### src/rtl/booth_pkg.sv
// Shared types and helpers for the sequential radix-4 Booth multiplier.
// Optional early termination is enabled by defining EARLY_TERM_EN.
package booth_pkg;

  typedef enum logic [1:0] {
    IDLE,
    RUN,
    DONE
  } state_t;

  typedef enum logic [2:0] {
    SEL_0,
    SEL_P1,
    SEL_P2,
    SEL_M1,
    SEL_M2
  } booth_sel_t;

  function automatic int steps(input int width);
    return width / 2 + 1;
  endfunction

endpackage

### src/rtl/booth_recode.sv
// Radix-4 Booth recoder: 3-bit multiplier group to partial-product select.
// Purely combinational; one instance serves every step of the multiplier.
import booth_pkg::*;

module booth_recode (
  input  logic [2:0] i_grp,
  output booth_sel_t o_sel
);

  always_comb begin
    o_sel = SEL_0;
    unique case (i_grp)
      3'b000, 3'b111: o_sel = SEL_0;
      3'b001, 3'b010: o_sel = SEL_P1;
      3'b011:         o_sel = SEL_P2;
      3'b100:         o_sel = SEL_M2;
      3'b101, 3'b110: o_sel = SEL_M1;
      default:        o_sel = SEL_0;
    endcase
  end

endmodule

### src/rtl/booth_mul_seq.sv
// Sequential radix-4 Booth multiplier, one bit-pair per clock, start/done handshake.
// Define EARLY_TERM_EN to finish as soon as the remaining groups recode to zero.
import booth_pkg::*;

module booth_mul_seq #(
  parameter int WIDTH = 32
) (
  input  logic             clk,
  input  logic             clr,
  input  logic             start,
  input  logic             signed_op,
  input  logic [WIDTH-1:0] mcand,
  input  logic [WIDTH-1:0] mplier,
  output logic             busy,
  output logic             done,
  output logic [WIDTH-1:0] prod_hi,
  output logic [WIDTH-1:0] prod_lo
);

  localparam int N  = steps(WIDTH);
  localparam int CW = $clog2(N + 1);
  localparam int PW = 2 * WIDTH;

  state_t           r_state;
  state_t           w_state_nxt;
  logic [WIDTH+2:0] r_q;
  logic [PW-1:0]    r_m;
  logic [PW-1:0]    r_acc;
  logic [CW-1:0]    r_cnt;
  logic [WIDTH-1:0] r_hi;
  logic [WIDTH-1:0] r_lo;

  booth_sel_t       w_sel;
  logic [PW-1:0]    w_term;
  logic [PW-1:0]    w_acc_nxt;
  logic             w_load;
  logic             w_last;
  logic             w_ext_q;
  logic             w_ext_m;

  assign w_ext_q = signed_op & mplier[WIDTH-1];
  assign w_ext_m = signed_op & mcand[WIDTH-1];

  // r_q[2:0] is always the current group {Qx[2k+1],Qx[2k],Qx[2k-1]}
  booth_recode u_recode (
    .i_grp (r_q[2:0]),
    .o_sel (w_sel)
  );

  // Bits above 2*WIDTH never reach the product, so the sum is kept mod 2^(2*WIDTH)
  always_comb begin
    w_term = '0;
    unique case (w_sel)
      SEL_0:   w_term = '0;
      SEL_P1:  w_term = r_m;
      SEL_P2:  w_term = r_m << 1;
      SEL_M1:  w_term = -r_m;
      SEL_M2:  w_term = -(r_m << 1);
      default: w_term = '0;
    endcase
  end

  assign w_acc_nxt = r_acc + w_term;

`ifdef EARLY_TERM_EN
  logic w_rest_eq;
  assign w_rest_eq = (&r_q[WIDTH+2:2]) | ~(|r_q[WIDTH+2:2]);
  assign w_last    = (r_cnt == CW'(N - 1)) | w_rest_eq;
`else
  assign w_last    = (r_cnt == CW'(N - 1));
`endif

  always_comb begin
    w_state_nxt = r_state;
    w_load      = 1'b0;
    unique case (r_state)
      IDLE: begin
        if (start) begin
          w_state_nxt = RUN;
          w_load      = 1'b1;
        end
      end
      RUN: begin
        if (w_last) w_state_nxt = DONE;
      end
      DONE: begin
        if (start) begin
          w_state_nxt = RUN;
          w_load      = 1'b1;
        end else begin
          w_state_nxt = IDLE;
        end
      end
      default: w_state_nxt = IDLE;
    endcase
  end

  always_ff @(posedge clk or posedge clr) begin
    if (clr) begin
      r_state <= IDLE;
      r_q     <= '0;
      r_m     <= '0;
      r_acc   <= '0;
      r_cnt   <= '0;
      r_hi    <= '0;
      r_lo    <= '0;
    end else begin
      r_state <= w_state_nxt;
      if (w_load) begin
        r_q   <= {w_ext_q, w_ext_q, mplier, 1'b0};
        r_m   <= {{WIDTH{w_ext_m}}, mcand};
        r_acc <= '0;
        r_cnt <= '0;
      end else if (r_state == RUN) begin
        r_q   <= {{2{r_q[WIDTH+2]}}, r_q[WIDTH+2:2]};
        r_m   <= r_m << 2;
        r_acc <= w_acc_nxt;
        r_cnt <= r_cnt + 1'b1;
        if (w_last) begin
          r_hi <= w_acc_nxt[PW-1:WIDTH];
          r_lo <= w_acc_nxt[WIDTH-1:0];
        end
      end
    end
  end

  assign busy    = (r_state == RUN);
  assign done    = (r_state == DONE);
  assign prod_hi = r_hi;
  assign prod_lo = r_lo;

endmodule

### config.mk
export PLATFORM = sky130hd
export DESIGN_NAME = booth_mul_seq
export DESIGN_NICKNAME = d
export VERILOG_FILES = /design/src/rtl/booth_pkg.sv /design/src/rtl/booth_recode.sv /design/src/rtl/booth_mul_seq.sv
export SDC_FILE = /design/constraint.sdc
export NUM_CORES = 1
export LEC_CHECK = 0
export CAP_MARGIN = 10
export CORE_ASPECT_RATIO = 0.7
export CORE_MARGIN = 2
export CORE_UTILIZATION = 25
export CTS_CLUSTER_DIAMETER = 40
export CTS_CLUSTER_SIZE = 10
export DETAILED_ROUTE_END_ITERATION = 8
export SETUP_SLACK_MARGIN = 0.05
export SYNTH_ARGS = -nofsm -noshare
export SYNTH_HDL_FRONTEND = slang
export SYNTH_SLANG_ARGS = --single-unit
### constraint.sdc
create_clock -name clk -period 12.5 [get_ports clk]
set_clock_uncertainty 0.2 [all_clocks]
set_input_delay 2.5 -clock clk [delete_from_list [all_inputs] [get_ports clk]]
set_output_delay 2.5 -clock clk [all_outputs]
set_load 0.005 [all_outputs]
-- Word level (Yosys, flattened, before mapping)
Memory sizes are Yosys's and may differ from the RTL's.
Cells that the tools add are included.
- memories kept: 1
- ROM bits: 24
- word-level logic and storage cells: 45
- flip-flop bits (word level): 234
- output and inout bits: 66
- bits of input ports: 68
- reduce and logical (&&, ||, !) cells: 5
- bitwise logic cells: 3
- multiplexer cells: 15
- eq/ne operators: 9
- add/subtract/negate cells: 4
- memory list (name ; words ; width ; rd ports ; clocked after memory_dff ; wr ports ; line ; RTL):
    (name not given) ; 8 ; 3 ; 1 ; 0 ; 0 ; booth_recode.sv:12 ; unique case (i_grp)
- operators by type and width (cell ; count):
    $mux W64 ; 4
    $pmux W64 S4 ; 1
    $neg A64 Y64 ; 2
    $add A64 B64 Y64 ; 1
    $mux W35 ; 1
    $mux W34 ; 1
    $mux W5 ; 2
    $eq A3 B2 Y1 const B ; 2
    $pmux W2 S3 ; 1
    $add A5 B1 Y5 const B ; 1
    $eq A5 B5 Y1 const B ; 1
    $mux W2 ; 2
    $eq A3 B1 Y1 const B ; 1
    $eq A3 B3 Y1 const B ; 1
    $mux W1 ; 3
    $reduce_and A3 Y1 ; 1
    $and A1 B1 Y1 ; 2
    $eq A2 B1 Y1 const B ; 1
    $eq A2 B2 Y1 const B ; 1
    $logic_not A2 Y1 ; 1
    $ne A2 B1 Y1 const B ; 1
    $ne A2 B2 Y1 const B ; 1
    $reduce_and A2 Y1 ; 1
    $reduce_bool A2 Y1 ; 1
    other kinds (2) ; 2

-- Depth between registers and ports, before layout
Gate-level depths: netlist of the first run.
An unclocked memory read counts as a cell.
- depth after elaboration: 6
- mapped depth: 24
- mapped depth without buffers: 21

-- Cells and area by module
A second synthesis of the first run with hierarchy kept.
- cell total of the unflattened synthesis: 1954
- area, all modules: 16274.4 um^2
- by module, submodules not included (module ; seq. area each (um^2) ; cells each ; area an instance (um^2) ; times used):
    booth_mul_seq ; 5855.6 ; 1947 ; 16215.6 ; 1
    booth_recode ; 0.0 ; 7 ; 58.8 ; 1

-- Worst setup path before layout of the first run
No wires, ideal clock.
- path type: register to register
- start point: register r_m[0]
- end point: register r_hi[26], in the netlist prod_hi[26]
- arrival time: 4.955 ns
- stages on the path, launching flop included: 23
- clock period less this slack: 5.279 ns
- buffers on the path: 2
- data required time: 12.175 ns
- setup slack: 7.221 ns
- setup time: 0.125 ns
- cells stage by stage: dfrtp_1 > inv_1 > ha_1 > nor2b_1 > nand4_1 > or3_1 > clkbuf_1 > nor2_1 > nand2_1 > or3_1 > xor2_1 > a222oi_1 > o21ai_0 > ha_1 > and2_1 > clkbuf_1 > a221oi_1 > o32ai_1 > or3_1 > a31o_2 > a21oi_1 > xnor2_1 > mux2_2
- cells in the longest elaborated chain, start to end: 3
- elaborated cells on any way between the ends: 4
- classes of those cells: add/sub: 3; mux: 1
- ends and longest elaborated chain (what ; line ; RTL):
    from (decl) ; booth_mul_seq.sv:27 ; logic [PW-1:0] r_m;
    from (signal assigned) ; booth_mul_seq.sv:111 ; r_m <= {{WIDTH{w_ext_m}}, mcand};
    from (signal assigned) ; booth_mul_seq.sv:116 ; r_m <= r_m << 2;
    $neg A64 Y64 (on tied branches) ; booth_mul_seq.sv:57, booth_mul_seq.sv:58 ;
    $pmux W64 S4 * ; booth_mul_seq.sv:53 ; unique case (w_sel)
    $add A64 B64 Y64 * ; booth_mul_seq.sv:63 ; assign w_acc_nxt = r_acc + w_term;
    to (signal assigned) ; booth_mul_seq.sv:120 ; r_hi <= w_acc_nxt[PW-1:WIDTH];
    to (decl) ; booth_mul_seq.sv:30 ; logic [WIDTH-1:0] r_hi;
Mark *: on every way between the ends. The rest lies on a longest branch, timed or not.
A chain may end at the register's enable or synchronous reset.

-- Final worst setup path of the first run
- start point: register r_m[1]
- end point: register r_hi[27], in the netlist prod_hi[27]
The elaborated chain is that of the path after synthesis.

==> summary.md, run 1 <==
| Metric | Value |
|---|---|
| Synth area leaders | dfrtp_1 (36%), nand2_1 (8.8%), ha_1 (5.3%), o21ai_0 (5.2%), a21oi_1 (4.4%) |
| Crit. End Element | flop |
| Maximum clock insertion buffer count | 3 |
| CP bufs+invs | 1 |
| Layout fillers | 6668 |
| Critical path's most frequent cell | o21ai_0 |
| Die extent in y | 216 um |
| CTS tree | yes |
| Most common cell in the netlist | nand2_1 |
| Max-Cap Viols | 0 |
| Num rows | 77 |
| Largest area contributor in the netlist | dfrtp_1 |
| XOR/XNOR share of the synthesized area | 4.35% |
| Syn avg cell area | slightly above 8 um^2 |
| Crit-path slowest cell | a31oi_1 |
| Final HPWL DP | 38800 um |
| Clk slew on worst S/H paths | around 60 ps |
| Worst Path Required | 12710 ps |
| CTS buffer count | 40 |
| Syn nets | around 2100 |
| Post-route minimum period | 6510 ps |
| RSZ-0062 raised after global routing | false |
| Top FF cell, synth | dfrtp_1 |
| Final wirelength | 55300 um |
| Flops & latches, synth | 234 |
| Yosys top cell area share | between 30% and 40% |
| Rel. slew slack | approximately 13% |
| Ys Warns | 0 |
| Residual DRC | 0 |
| Fraction of layout cells with a size suffix above 1 | about 6.6% |
| Initial antenna violation count | 2 |
| Sequential cell area fraction in the yosys report | approximately 36% |
| Delay-heaviest family, CP | compound AO/OA/AOI/OAI gates |
| Number of port buffers | 133 |
| Synth Area in Compound Gates | 26.0% |
| Ys async rst share | 100% |
| Synth cell count leaders | nand2_1 (376), dfrtp_1 (234), o21ai_0 (167), clkbuf_1 (142), a21oi_1 (141) |
| First-pass GRT wire length | ~87000 um |
| Total number of vias | 15600 |
| Vias in the first global route | 14700 |
| Crit-path cells | inv_1, ha_1, nor2b_1, nand4_1, or3_1, nor2_1, nand2_1, or3_1, xor2_1, a222oi_1, o21ai_0, ha_1, a21oi_1, o21ai_0, a311oi_1, o22a_1, o211ai_1, a31oi_1, o21ai_0, xor2_1, mux2_2 |
| Hold crit path type | flop to flop |
| Crit path launch type | flop |
| DR vias/cell | 5.41 |
| Clock Sinks | between 200 and 250 |
| Hold_buf cts | 0 |
| CP Max Fanout | 9 |
| Mapped Area | about 16000 um^2 |
| Post-synthesis mux area share | roughly 1.9% |
| Layout area overhead | 20.3% |
| Register area | 5860 um^2 |
| Gr usage total | 16.3% |
| Total setup buffers inserted after CTS | 0 |
| DR WL/cell | 19.2 um |
| Antenna viol nets, final | 0 |
| Area occupied by multi-input gates | 9500 um^2 |
| Final #Nets | 2163 |
| Post-CTS Resized | 0 |
| Core area | 63400 um^2 |
| Die W | a little over 300 um |
| Total Die Area | 66500 um^2 |
| Hold Vio Cnt, Final | 0 |
| Critical Path Max Stage Delay | 630 ps |
| I/O pin total | 134 |
| Adder-cell share of the synthesized area | under 10% |
| Grt total ovfl | 0 |
| Max-slew violations | 0 |
| F_max | 0.154 GHz |
| CTS root buf | clkbuf_16 |
| Status | finished, final reports clean |
| Initial Util | around 25% |
| Clk Latency, worst-skew pair | 540 ps |
| GP Congestion | 0.906 |
| Mapped Cells | around 2000 |
| Endpoints failing setup | 0 |
| H-tree levels | 2 |
| First-pass DRT Iterations | 6 |
| Largest family of logic cells by synthesized area | compound AO/OA/AOI/OAI gates |
| Worst-Margin Slew | 1290 ps |
| Final period util | about 52% |
| Setup TNS | 0 ps |
| Number of synthesized flops with an enable pin | 0 |
| Largest net degree at the start of global routing | 111 |
| WP data arrival | 6730 ps |
| Post-synthesis simple-gate area fraction | 21.3% |
| Crit Path Category | flop to flop |
| Initial detailed-routing violation count | roughly 1800 |
| Unique masters post-synth | 67 |
==> final timing paths <==
check                                start     endpoint  slack, ps  cells after the start
worst max-delay path                r_m[1]  prod_hi[27]       5990                     21
worst min-delay path            prod_lo[7]   prod_lo[7]        270                      2
worst max register to register      r_m[1]  prod_hi[27]       5990                     21
worst min register to register  prod_lo[7]   prod_lo[7]        270                      2
max in group asynchronous              clr      r_m[25]       8200                      3
min in group asynchronous              clr      r_q[27]       2320                      2
==> layout make-up <==
type	instances	area share [%]
clock buffer	51	5.64
inverter	28	0.594
clock inverter	21	1.34
sequential	234	30.2
tap	829	5.35
multi-input combinational	1566	49.1
antenna	1	0.0129
timing repair buffer	156	7.78
==> flip-flops by register name, indices dropped and copies added (netlist names) <==
| register | flops |
|---|---|
| prod_hi | 32 |
| r_state | 2 |
| r_acc | 64 |
| prod_lo | 32 |
| r_cnt | 5 |
| r_m | 64 |
| r_q | 35 |
==> routing by layer <==
metal | vias up | global-route usage [%] | wire length, um | share of wire, %
li1 | 7337 | - | - | -
met1 | 7558 | 24.5 | 26700 | 48
met2 | 633 | 23.4 | 22900 | 41
met3 | 80 | 3.70 | 4820 | 8.7
met4 | 0 | 3.71 | 955 | 1.7
met5 | - | 0 | 0 | 0
==> worst register-to-register path, delay by kind of cell, from the launching register on <==
kind | cells | cell delay (ps)
AOI/OAI and AO/OA | 9 | 2520
xor gates and xnor gates | 2 | 360
adders and majority gates | 2 | 730
buffers and inverters | 1 | 120
DFF | 1 | 410
muxes | 1 | 270
and+or+nand+nor | 6 | 1790
==> cells by family after synthesis <==
| logic type | after synthesis |
|---|---|
| AO/OA/AOI/OAI | 634 |
| AND/OR/NAND/NOR | 756 |
| XOR/XNOR | 80 |
| multiplexers | 27 |
| buffers and inverters | 191 |
| flip-flops | 234 |
| adder cells (fa/ha/maj) | 69 |
==> cell usage in the layout, fill, tap and decap left out, drive strengths merged, types with 6 or more instances in the layout <==
cell | synthesis | layout
nand2b | 14 | 14
o21bai | 12 | 12
clkbuf | 142 | 51
clkdlybuf4s50 | 0 | 133
xor2 | 39 | 39
buf | 21 | 23
mux2 | 23 | 23
xnor2 | 41 | 41
or2 | 8 | 8
and2 | 13 | 13
nand4 | 27 | 27
a22oi | 89 | 89
nand3 | 30 | 30
a21o | 25 | 25
o221ai | 8 | 8
a222oi | 6 | 6
a31oi | 14 | 14
nor4 | 14 | 14
o211ai | 13 | 13
nor3 | 64 | 64
a22o | 59 | 59
nor2 | 138 | 138
or3 | 26 | 26
dfrtp | 234 | 234
a21oi | 141 | 141
o21ai | 167 | 167
nand2 | 376 | 376
a221oi | 13 | 13
a221o | 10 | 10
inv | 28 | 33
ha | 68 | 68
o311ai | 26 | 26
and3 | 10 | 10
clkinv | 0 | 7
a211oi | 8 | 8
o31ai | 10 | 10
or4 | 13 | 13
nor2b | 7 | 7
==> metrics by stage <==
step	instance area [um^2]	std cells	util, %	setup slack, ps	hold slack, ps
final	19400	2886	30.6	5990	274
after global routing	19400	2885	30.6	5590	299
after CTS	19400	2884	30.5	6050	277
after detailed placement	18000	2812	28.4	6100	263
after global placement	18000	2812	28.4	6220	258
after floorplan	16100	1991	-	3380	246
Power of run 1 is not shown: default switching activity piles up to over one toggle a cycle in this logic, so the estimate is an artifact.
==> run 2, diff against run 1 <==
Clock period 12.5 ns to 5.8 ns, I/O delays scaled along.
==> summary.md, run 2 (synthesis results as in run 1) <==
| Metric | Value |
|---|---|
| Status | finished, final reports clean |
| Die W | 307 um (unchanged) |
| Crit Path Category | flop to flop |
| Setup TNS | 0 ps (unchanged) |
| I/O pin total | 134 (unchanged) |
| Final std cells w/o fill | 2994 (+3.7%) |
| Final period util | 94.9% (+43 points) |
| Residual DRC | 0 (unchanged) |
| Gr usage total | 16.4% (+0.080 points) |
| Final HPWL DP | 40600 um (+4.8%) |
| Max-slew violations | 0 (unchanged) |
| Total Die Area | 66500 um^2 (unchanged) |
| Final #Nets | 2276 (+5.2%) |
| Die extent in y | 216 um (unchanged) |
| Hold_buf cts | 0 (unchanged) |
| Fin area | 20400 um^2 (+5.2%) |
| Most frequent cells in the layout | nand2_1 (375), dfrtp_1 (233), o21ai_0 (162), a21oi_1 (139), nor2_1 (136) |
| Crit path launch type | flop |
| Initial detailed-routing violation count | 1559 (-13%) |
| Maximum clock insertion buffer count | 3 (unchanged) |
| Fraction of layout cells with a size suffix above 1 | 12.6% (+6.0 points) |
| Grt total ovfl | 0 (unchanged) |
| WP data arrival | 5760 ps (-970 ps) |
| Hold Vio Cnt, Final | 0 (unchanged) |
| Initial antenna violation count | 1 (-1) |
| DR vias/cell | 5.34 (-1.2%) |
| First-pass GRT wire length | 87500 um (+0.76%) |
| GP Congestion | 0.924 (+1.9%) |
| Max-Cap Viols | 0 (unchanged) |
| ANT cells | 0 (-1) |
| Layout area overhead | 26.6% |
| Vias in the first global route | 15000 (+1.7%) |
| Antenna viol nets, final | 0 (unchanged) |
| Placed cell count | 2924 (+4.0%) |
| RSZ-0062 raised after global routing | false |
| Num rows | 77 (unchanged) |
| Placed cell areas | 18900 um^2 (+4.7%) |
| Post-route minimum period | 5500 ps (-1010 ps) |
| CTS tree | yes |
| F_max | 0.182 GHz (+18%) |
| Number of port buffers | 133 (unchanged) |
| First-pass DRT Iterations | 6 (unchanged) |
| CP Max Fanout | 38 (+29) |
| Hold crit path type | flop to flop |
| Most common cell after layout, fill and taps aside | nand2_1 |
| Endpoints failing setup | 0 (unchanged) |
| Crit. End Element | flop |
| Clock Sinks | 234 (unchanged) |
| Final wirelength | 56500 um (+2.2%) |
| Total number of vias | 16000 (+2.5%) |
| CTS root buf | clkbuf_16 |
| H-tree levels | 2 (unchanged) |
| Biggest registers after layout | r_acc x64, r_m x64, r_q x35 |
| Worst Path Required | 6060 ps (-6650 ps) |
| Core area | 63400 um^2 (unchanged) |
| CTS buffer count | 40 (unchanged) |
| Clk slew on worst S/H paths | 50 ps (about the same) |
| Worst-Margin Slew | 1180 ps (-106 ps) |
| Layout fillers | 6632 (-0.54%) |
| Initial Util | 25.4% (unchanged) |
| DR WL/cell | 18.9 um (-1.5%) |
| Rel. slew slack | 20.1% (+6.6 points) |
| Largest net degree at the start of global routing | 106 (-4.5%) |
| Clk Latency, worst-skew pair | 540 ps (about the same) |
| Post-route core utilization | 32.2% (+1.6 points) |
==> run 2: cell types whose count changed in the layout (fill, tap and decap cells not counted), sizes merged <==
| cell | change |
|---|---|
| buf | +113 |
| clkbuf | -5 |
| clkinvlp | +5 |
| inv | -3 |
| clkinv | -2 |
| bufinv | +1 |
| diode | -1 |
==> run 2: layout make-up <==
cell class	instances	area, um^2	share of cell area, %
tap	829	1040	5.09
timing repair buffer	269	2360	11.6
inverter	28	111	0.546
clock buffer	46	1070	5.27
multi-input combinational	1566	9650	47.3
sequential	234	5860	28.7
clock inverter	22	299	1.47
==> run 2: per-stage QoR <==
| stage | hold WS, ps | setup slack (ps) |
|---|---|---|
| floorplan | 246 | 521 |
| global placement | 259 | 230 |
| detailed placement | 263 | 159 |
| CTS | 276 | 121 |
| global route | 292 | 21.8 |
| finish | 271 | 297 |
==> run 2: final timing paths <==
check	endpoint	cells past startpoint	slack, ps	startpoint
max in group asynchronous	prod_hi[31]	3	3290	clr
min in group asynchronous	prod_lo[15]	2	950	clr
worst max register to register	r_acc[56]	20	300	r_q[0]
worst min-delay path	r_q[4]	2	270	r_q[4]
worst min register to register	r_q[4]	2	270	r_q[4]
worst max-delay path	r_acc[56]	20	300	r_q[0]
==> run 2: what timing repair did <==
item / in CTS / in global routing
buffers inserted: 0 / 1
setup endpoints to repair: 0 / 37
resized for setup: 0 / 34
==> run 2: layer usage <==
layer,global-route usage [%],share of wire (%)
met5,0,0.018
met2,23.5,41
met4,3.53,1.7
met1,25.1,50
met3,3.06,6.9
==> run 2: worst max-delay path: stages (launching register included) <==
cell       delay (ps)
dfrtp_1           350
inv_1              60
ha_1              370
nand2_1           100
or2_2             600
buf_4             310
nor3_1             80
a221oi_1          240
o21ai_0           220
ha_1              400
nand2b_1          110
a21oi_1           270
o21ai_0           160
buf_4             180
a21oi_1           310
o2111ai_1         230
buf_4             200
a21oi_1           310
nor2_2            130
or4_1             500
nand3_1            90
Power of run 2 is left out for the same reason.
